## src/rtl/div_core_nr.sv

```systemverilog
// Iterative radix-2 non-restoring divider, signed or unsigned, fixed WIDTH+2 cycle latency.
// The ALU drives the request side: enable, sign_en, op1 and op2.
module div_core_nr #(
  parameter int unsigned WIDTH = 32
) (
  input  logic             clk,
  input  logic             rstn,
  input  logic             enable,
  input  logic             sign_en,
  input  logic [WIDTH-1:0] op1,
  input  logic [WIDTH-1:0] op2,
  output logic [WIDTH-1:0] rem_o,
  output logic [WIDTH-1:0] quo_o,
  output logic             ready,
  output logic             complete
);

  localparam int unsigned CW = $clog2(WIDTH);

  typedef enum logic [1:0] {IDLE, CALC, FIX, DONE} state_t;

  state_t           state_q, state_d;
  logic [CW-1:0]    cnt_q, cnt_d;
  logic [WIDTH-1:0] divd_q, divd_d;
  logic [WIDTH-1:0] dvsr_q, dvsr_d;
  logic [WIDTH-1:0] op1_q, op1_d;
  logic [WIDTH-1:0] qacc_q, qacc_d;
  logic [WIDTH:0]   prem_q, prem_d;
  logic             qneg_q, qneg_d;
  logic             rneg_q, rneg_d;
  logic             dz_q, dz_d;
  logic [WIDTH-1:0] quo_q, quo_d;
  logic [WIDTH-1:0] rem_q, rem_d;

  logic             accept;
  logic [WIDTH:0]   dvsr_x;
  logic [WIDTH:0]   prem_sh;
  logic [WIDTH:0]   prem_nx;
  logic [WIDTH:0]   prem_fix;
  logic [WIDTH-1:0] rem_mag;

  assign ready    = (state_q == IDLE) || (state_q == DONE);
  assign complete = (state_q == DONE);
  assign accept   = enable & ready;
  assign quo_o    = quo_q;
  assign rem_o    = rem_q;

  // The partial remainder is kept mod 2^(WIDTH+1); its true value always
  // lies in [-|op2|, |op2|), so the truncated shift/add/sub stays exact.
  assign dvsr_x   = {1'b0, dvsr_q};
  assign prem_sh  = {prem_q[WIDTH-1:0], divd_q[WIDTH-1]};
  assign prem_nx  = prem_q[WIDTH] ? (prem_sh + dvsr_x) : (prem_sh - dvsr_x);
  assign prem_fix = prem_q[WIDTH] ? (prem_q + dvsr_x) : prem_q;
  assign rem_mag  = prem_fix[WIDTH-1:0];

  always_comb begin
    state_d = state_q;
    cnt_d   = cnt_q;
    divd_d  = divd_q;
    dvsr_d  = dvsr_q;
    op1_d   = op1_q;
    qacc_d  = qacc_q;
    prem_d  = prem_q;
    qneg_d  = qneg_q;
    rneg_d  = rneg_q;
    dz_d    = dz_q;
    quo_d   = quo_q;
    rem_d   = rem_q;
    case (state_q)
      IDLE, DONE: begin
        if (accept) begin
          divd_d  = (sign_en & op1[WIDTH-1]) ? -op1 : op1;
          dvsr_d  = (sign_en & op2[WIDTH-1]) ? -op2 : op2;
          op1_d   = op1;
          qneg_d  = sign_en & (op1[WIDTH-1] ^ op2[WIDTH-1]);
          rneg_d  = sign_en & op1[WIDTH-1];
          dz_d    = (op2 == '0);
          cnt_d   = '0;
          prem_d  = '0;
          qacc_d  = '0;
          state_d = CALC;
        end else if (state_q == DONE) begin
          state_d = IDLE;
        end
      end
      CALC: begin
        prem_d = prem_nx;
        qacc_d = {qacc_q[WIDTH-2:0], ~prem_nx[WIDTH]};
        divd_d = {divd_q[WIDTH-2:0], 1'b0};
        cnt_d  = cnt_q + CW'(1);
        if (cnt_q == CW'(WIDTH-1)) state_d = FIX;
      end
      FIX: begin
        if (dz_q) begin
          quo_d = '1;
          rem_d = op1_q;
        end else begin
          quo_d = qneg_q ? -qacc_q : qacc_q;
          rem_d = rneg_q ? -rem_mag : rem_mag;
        end
        state_d = DONE;
      end
      default: state_d = IDLE;
    endcase
  end

  always_ff @(posedge clk or negedge rstn) begin
    if (!rstn) begin
      state_q <= IDLE;
      cnt_q   <= '0;
      divd_q  <= '0;
      dvsr_q  <= '0;
      op1_q   <= '0;
      qacc_q  <= '0;
      prem_q  <= '0;
      qneg_q  <= 1'b0;
      rneg_q  <= 1'b0;
      dz_q    <= 1'b0;
      quo_q   <= '0;
      rem_q   <= '0;
    end else begin
      state_q <= state_d;
      cnt_q   <= cnt_d;
      divd_q  <= divd_d;
      dvsr_q  <= dvsr_d;
      op1_q   <= op1_d;
      qacc_q  <= qacc_d;
      prem_q  <= prem_d;
      qneg_q  <= qneg_d;
      rneg_q  <= rneg_d;
      dz_q    <= dz_d;
      quo_q   <= quo_d;
      rem_q   <= rem_d;
    end
  end

endmodule

```

## config.mk

```make
export PLATFORM = sky130hd
export DESIGN_NAME = div_core_nr
export DESIGN_NICKNAME = d
export VERILOG_FILES = /design/src/rtl/div_core_nr.sv
export SDC_FILE = /design/constraint.sdc
export NUM_CORES = 1
export LEC_CHECK = 0
export CORE_MARGIN = 5
export CORE_UTILIZATION = 50
export DETAILED_ROUTE_END_ITERATION = 12
export DONT_BUFFER_PORTS = 1
export MAX_ROUTING_LAYER = met4
export RECOVER_POWER = 100
export SYNTH_ARGS = -nofsm -noshare
export SYNTH_HDL_FRONTEND = slang
export SYNTH_SLANG_ARGS = --single-unit
```

## constraint.sdc

```tcl
create_clock -name clk -period 7.3 [get_ports clk]
set_input_delay 1.46 -clock clk [delete_from_list [all_inputs] [get_ports clk]]
set_output_delay 1.46 -clock clk [all_outputs]
set_load 0.02 [all_outputs]
```

-- Word level (Yosys, flattened, before mapping)
Cells that the tools add are included.
- $add $sub $neg: 8
- multiply operators: 0
- div/mod/pow operators: 0
- $lt $le $gt $ge: 0
- equal/unequal tests: 7
- shift operators: 0
- mux-type cells: 20
- bitwise gates (word level): 6
- reductions and logical operators: 8
- operator list (kind ; count):
    $mux W32 ; 9
    $neg A32 Y32 ; 4
    $pmux W32 S2 ; 2
    $mux W33 ; 2
    $pmux W33 S2 ; 1
    $add A33 B32 Y33 ; 1
    $sub A33 B32 Y33 ; 1
    $add A32 B32 Y32 ; 1
    $logic_not A32 Y1 ; 1
    $pmux W5 S2 ; 1
    $mux W2 ; 3
    $pmux W2 S3 ; 1
    $reduce_and A2 Y1 ; 3
    $add A5 B1 Y5 const B ; 1
    $eq A5 B5 Y1 const B ; 1
    $mux W5 ; 1
    $and A1 B1 Y1 ; 4
    $eq A2 B2 Y1 const B ; 2
    $ne A2 B2 Y1 const B ; 2
    $ne A3 B3 Y1 const B ; 1
    $eq A2 B1 Y1 const B ; 1
    $logic_not A2 Y1 ; 1
    $reduce_bool A2 Y1 ; 1
    $reduce_or A2 Y1 ; 1
    other kinds (3) ; 3
- flip-flop bits (word level): 235
- latch bits: 0
- memory bits (writable): 0
- memory bits (read-only): 0
- input port bits: 68
- output and inout bits: 66
- word-level logic and storage cells: 61
- memories: 0

-- Logic depth before layout (Yosys ltp)
- depth after elaboration: 5
- mapped depth: 22
- gate-level depth less buffers: 19

-- Least setup slack after synthesis
Ideal clock, no wire load.
- kind: flip-flop to flip-flop
- from: reg prem_q[32]
- to: reg qacc_q[0]
- setup time: 95 ps
- arrival time: 5871 ps
- data required time: 7205 ps
- path slack: 1334 ps
- stages on the path, launching flop included: 23
- buffers on the path: 8
- period minus slack after synthesis: 5966 ps
- cell sequence: dfrtp_1 -> clkbuf_1 -> buf_2 -> buf_1 -> clkbuf_1 -> clkbuf_1 -> clkbuf_1 -> clkbuf_1 -> buf_1 -> mux2_2 -> inv_1 -> fa_1 -> nor2b_1 -> o21ai_0 -> a21boi_0 -> o32a_1 -> a211oi_1 -> o31a_1 -> a211o_1 -> a2111oi_0 -> o31ai_1 -> and3_1 -> o31ai_1
- cells in the longest elaborated chain, start to end: 3
- ends and longest elaborated chain (what ; RTL line ; source):
    start: declaration ; 28 ; logic [WIDTH:0] prem_q, prem_d;
    start signal: assignment ; 128 ; prem_q <= prem_d;
    $mux W33 ; 52 ; assign prem_nx = prem_q[WIDTH] ? (prem_sh + dvsr_x) : (prem_sh - dvsr_x);
    $not A1 Y1 ; 88 ; qacc_d = {qacc_q[WIDTH-2:0], ~prem_nx[WIDTH]};
    $pmux W32 S2 ; 69 ; case (state_q)
    end signal: assignment ; 127 ; qacc_q <= qacc_d;
    end: declaration ; 27 ; logic [WIDTH-1:0] qacc_q, qacc_d;
Every way passes these cells.
A chain may end at the register's enable or synchronous reset.

-- Final worst setup path
- from: reg state_q[0]
- to: reg quo_q[24], in the netlist quo_o[24]
- cells in the longest elaborated chain, start to end: 1
- ends and longest elaborated chain (what ; RTL line ; source):
    start: declaration ; 22 ; state_t state_q, state_d;
    start signal: assignment ; 122 ; state_q <= state_d;
    $eq A2 B2 Y1 ; 69 ;
    end signal: assignment ; 132 ; quo_q <= quo_d;
    end: declaration ; 32 ; logic [WIDTH-1:0] quo_q, quo_d;
Every way passes these cells.

==> metrics.txt <==
Root Driver clkbuf_16; cells along the critical path inv_1, ha_1, clkbuf_1, inv_1, nor2_1, buf_4, a21oi_1; Synth warnings 0; core outline area approximately 0.032 mm^2; initial antenna violation count 0; Netlist cell types 80; Placed Cells 2,164; setup repair bufs after CTS 0; number of hold buffers added after CTS 0; violated checks max-capacitance violations, max-slew violations; CTS HTree Levels 1; fillers just under 3,000; R2R depth 7; most frequent cells in the layout 234 x dfrtp_1, 187 x nand2_1, 176 x o21ai_0; share of layout cells above drive strength 1 0.06461; fin nets 1,935; num ports about 130; Slew headroom -1.141; asr flop ratio synth 1.000; initial core utilization 0.5074; Worst Setup SP state_q[0]$_DFFE_PN0P_; CP max FO 74; final setup TNS 0 ns; CTS tree yes; Clk Latency, worst-skew pair 0.55 ns; ys flop type dfrtp_1; DRT iter0 DRCs 745; reg-to-reg critical path endpoint quo_o[24]$_DFFE_PN0P_; number of global-route vias before repair ~13,000; Gate Count Post-Synth between 1,500 and 2,000; Antenna diodes 0; Vias 13,400; maximum VDD drop 0.3187 mV; Max Cap Viol 2; Startpoint Class flip-flop; Non-Filler Instances 2,213; CP max stage cell clkbuf_1; CP Data Arrival Time 5.82 ns; r2r startpoint state_q[0]$_DFFE_PN0P_; vias per cell 6.057; Syn Area/Cell 8.687 um^2; status finished, violations left; RSZ-0062 raised after global routing no; CP peak stage delay around 2.3 ns; die area 0.03579 mm^2; Crit Path Class reg -> reg; Max Buffers Root-to-Sink 3; fin crit share 0.7427; max-slew violations ~160; width of the die 189.2 um; CP Buf/Inv Count 4; synthesized cell area 0.01605 mm^2; Routed Antenna Nets 0; CP top delay family buffers and inverters; total gr overflow 0; Worst-path clk slew 0.06 ns; cell mode on critical path inv_1; synthesized flop and latch total 235; DRT Pass-1 Iters 5; Slew @ Worst Pin approximately 3.2 ns; RePlAce Congestion 0.9156; CTS Buf Count 28; HP Class reg -> reg; most common cell after layout, fill and taps aside dfrtp_1; CP Depth 7; die height around 190 um; Leak 7.429 nW; synthesis-to-layout area growth 7.412%; row count 65; Final Setup Violations 0; wire length of the first global-routing pass between 70 and 80 mm; Synthesized Nets between 1,500 and 2,000; CP endpoint quo_o[24]$_DFFE_PN0P_; Power Dens Cells 538.1 mW/mm^2; Worst EP required between 7 and 8 ns; post-DP HPWL slightly above 30 mm; pin count of the biggest net entering global routing 236; r2r setup slk 1.88 ns; WL/cell 19.28 um; WL final about 43 mm; Global Route Usage Sum 0.2427; Hold Vio Cnt, Final 0; fmax 0.1844 GHz; Worst Skew 0.01134 ns; Resized cells post-CTS 0; Final min period 5.422 ns; sequential-to-total area share from yosys stat 0.3663; clk sinks 235; Post-synth EDFFs 0; port buffer count 0; Worst setup EP type flip-flop; Remaining DRCs 0
## how the worst min path moves through the flow
stage / slack (ns) / depth (start not counted) / to / from
after floorplan: 0.45 / 2 / op1_q[14]$_DFFE_PN0P_ / op1_q[14]$_DFFE_PN0P_
after CTS: 0.49 / 2 / op1_q[21]$_DFFE_PN0P_ / op1_q[21]$_DFFE_PN0P_
after global routing: 0.52 / 1 / op1_q[20]$_DFFE_PN0P_ / op1_q[20]$_DFFE_PN0P_
after detailed placement: 0.48 / 2 / op1_q[21]$_DFFE_PN0P_ / op1_q[21]$_DFFE_PN0P_
final: 0.49 / 2 / op1_q[21]$_DFFE_PN0P_ / op1_q[21]$_DFFE_PN0P_
after global placement: 0.47 / 2 / op1_q[21]$_DFFE_PN0P_ / op1_q[21]$_DFFE_PN0P_
## tightest hold or removal path, cell delays in order, from the launching register on
cell	delay (ns)
dfrtp_1	0.34
nand2_1	0.05
o21ai_0	0.06
## cell families (layout without fill, tap and decap cells)
logic type,Yosys count,count (layout),synth area share
simple gates,557,557,0.1670
mux,59,59,0.04030
buf+inv,147,110,0.03453
xor+xnor,178,178,0.09712
flops,235,235,0.3663
fa+ha+maj,75,75,0.05939
compound gates,597,597,0.2354
## sequential cells by signal, summed over array words and instances (netlist names)
signal and flops:
prem_q 33, quo_o 32, divd_q 32, cnt_q 5
qacc_q 32, qneg_q 1, state_q 2, dz_q 1
op1_q 32, rneg_q 1, rem_o 32, dvsr_q 32
## layout make-up
cell class | instances | area, um^2 | area share
timing repair buffer | 10 | 67.56 | 0.003918
clock inverter | 7 | 118.9 | 0.006894
tap | 402 | 503.0 | 0.02917
clock buffer | 42 | 844.6 | 0.04898
multi-input combinational | 1466 | 9635 | 0.5588
sequential | 235 | 5882 | 0.3411
inverter | 51 | 191.4 | 0.01110
## power by group
| part | leakage (nW) | internal (mW) | total [mW] | switching, mW |
|---|---|---|---|---|
| clock network | 0.471 | 0.898 | 1.45 | 0.552 |
| registers | 2.95 | 1.86 | 2.66 | 0.801 |
| logic | 4.01 | 2.12 | 5.17 | 3.05 |
## layer usage
layer / vias up / global-route usage / share of wire
met3: 64 / 0.04296 / 0.049
met4: 0 / 0.06642 / 0.029
met2: 261 / 0.4009 / 0.48
li1: 6629 / - / -
met1: 6450 / 0.3101 / 0.45
met5: - / - / 0
## per-stage QoR
| stage | cell area [um^2] | total power, mW | setup slack [ns] | utilization | hold slack, ns |
|---|---|---|---|---|---|
| 3_5_place_dp | 16310 | 7.822 | 2.399 | 0.5155 | 0.4806 |
| 5_1_grt | 17240 | 10.14 | 1.403 | 0.5450 | 0.5196 |
| 3_3_place_gp | 16310 | 7.752 | 2.394 | 0.5155 | 0.4718 |
| 6_report | 17240 | 9.279 | 1.878 | 0.5450 | 0.4889 |
| 4_1_cts | 17270 | 9.329 | 2.377 | 0.5459 | 0.4935 |
| 2_1_floorplan | 16050 | 6.606 | 1.334 | - | 0.4496 |
## synth_stat cells (15+ instances only)
cell / instances / area share
nand2_1: 187 / 0.044
nor2b_1: 17 / 0.0066
clkbuf_1: 79 / 0.018
a31oi_1: 19 / 0.0074
nor4_1: 20 / 0.0078
and3_1: 18 / 0.0070
buf_1: 15 / 0.0035
mux2i_1: 17 / 0.011
nand3_1: 32 / 0.010
xor2_1: 99 / 0.054
dfrtp_1: 235 / 0.37
nor2_1: 139 / 0.033
a21o_1: 24 / 0.011
a21oi_1: 157 / 0.049
nor3_1: 42 / 0.013
mux2_2: 41 / 0.029
o31ai_1: 28 / 0.013
nand2b_1: 18 / 0.0070
a22oi_1: 33 / 0.015
xnor2_1: 79 / 0.043
ha_1: 73 / 0.057
nand4_1: 15 / 0.0058
o21ai_0: 173 / 0.054
inv_1: 50 / 0.012
a22o_1: 37 / 0.020
Power figures use the tool's default switching activity.
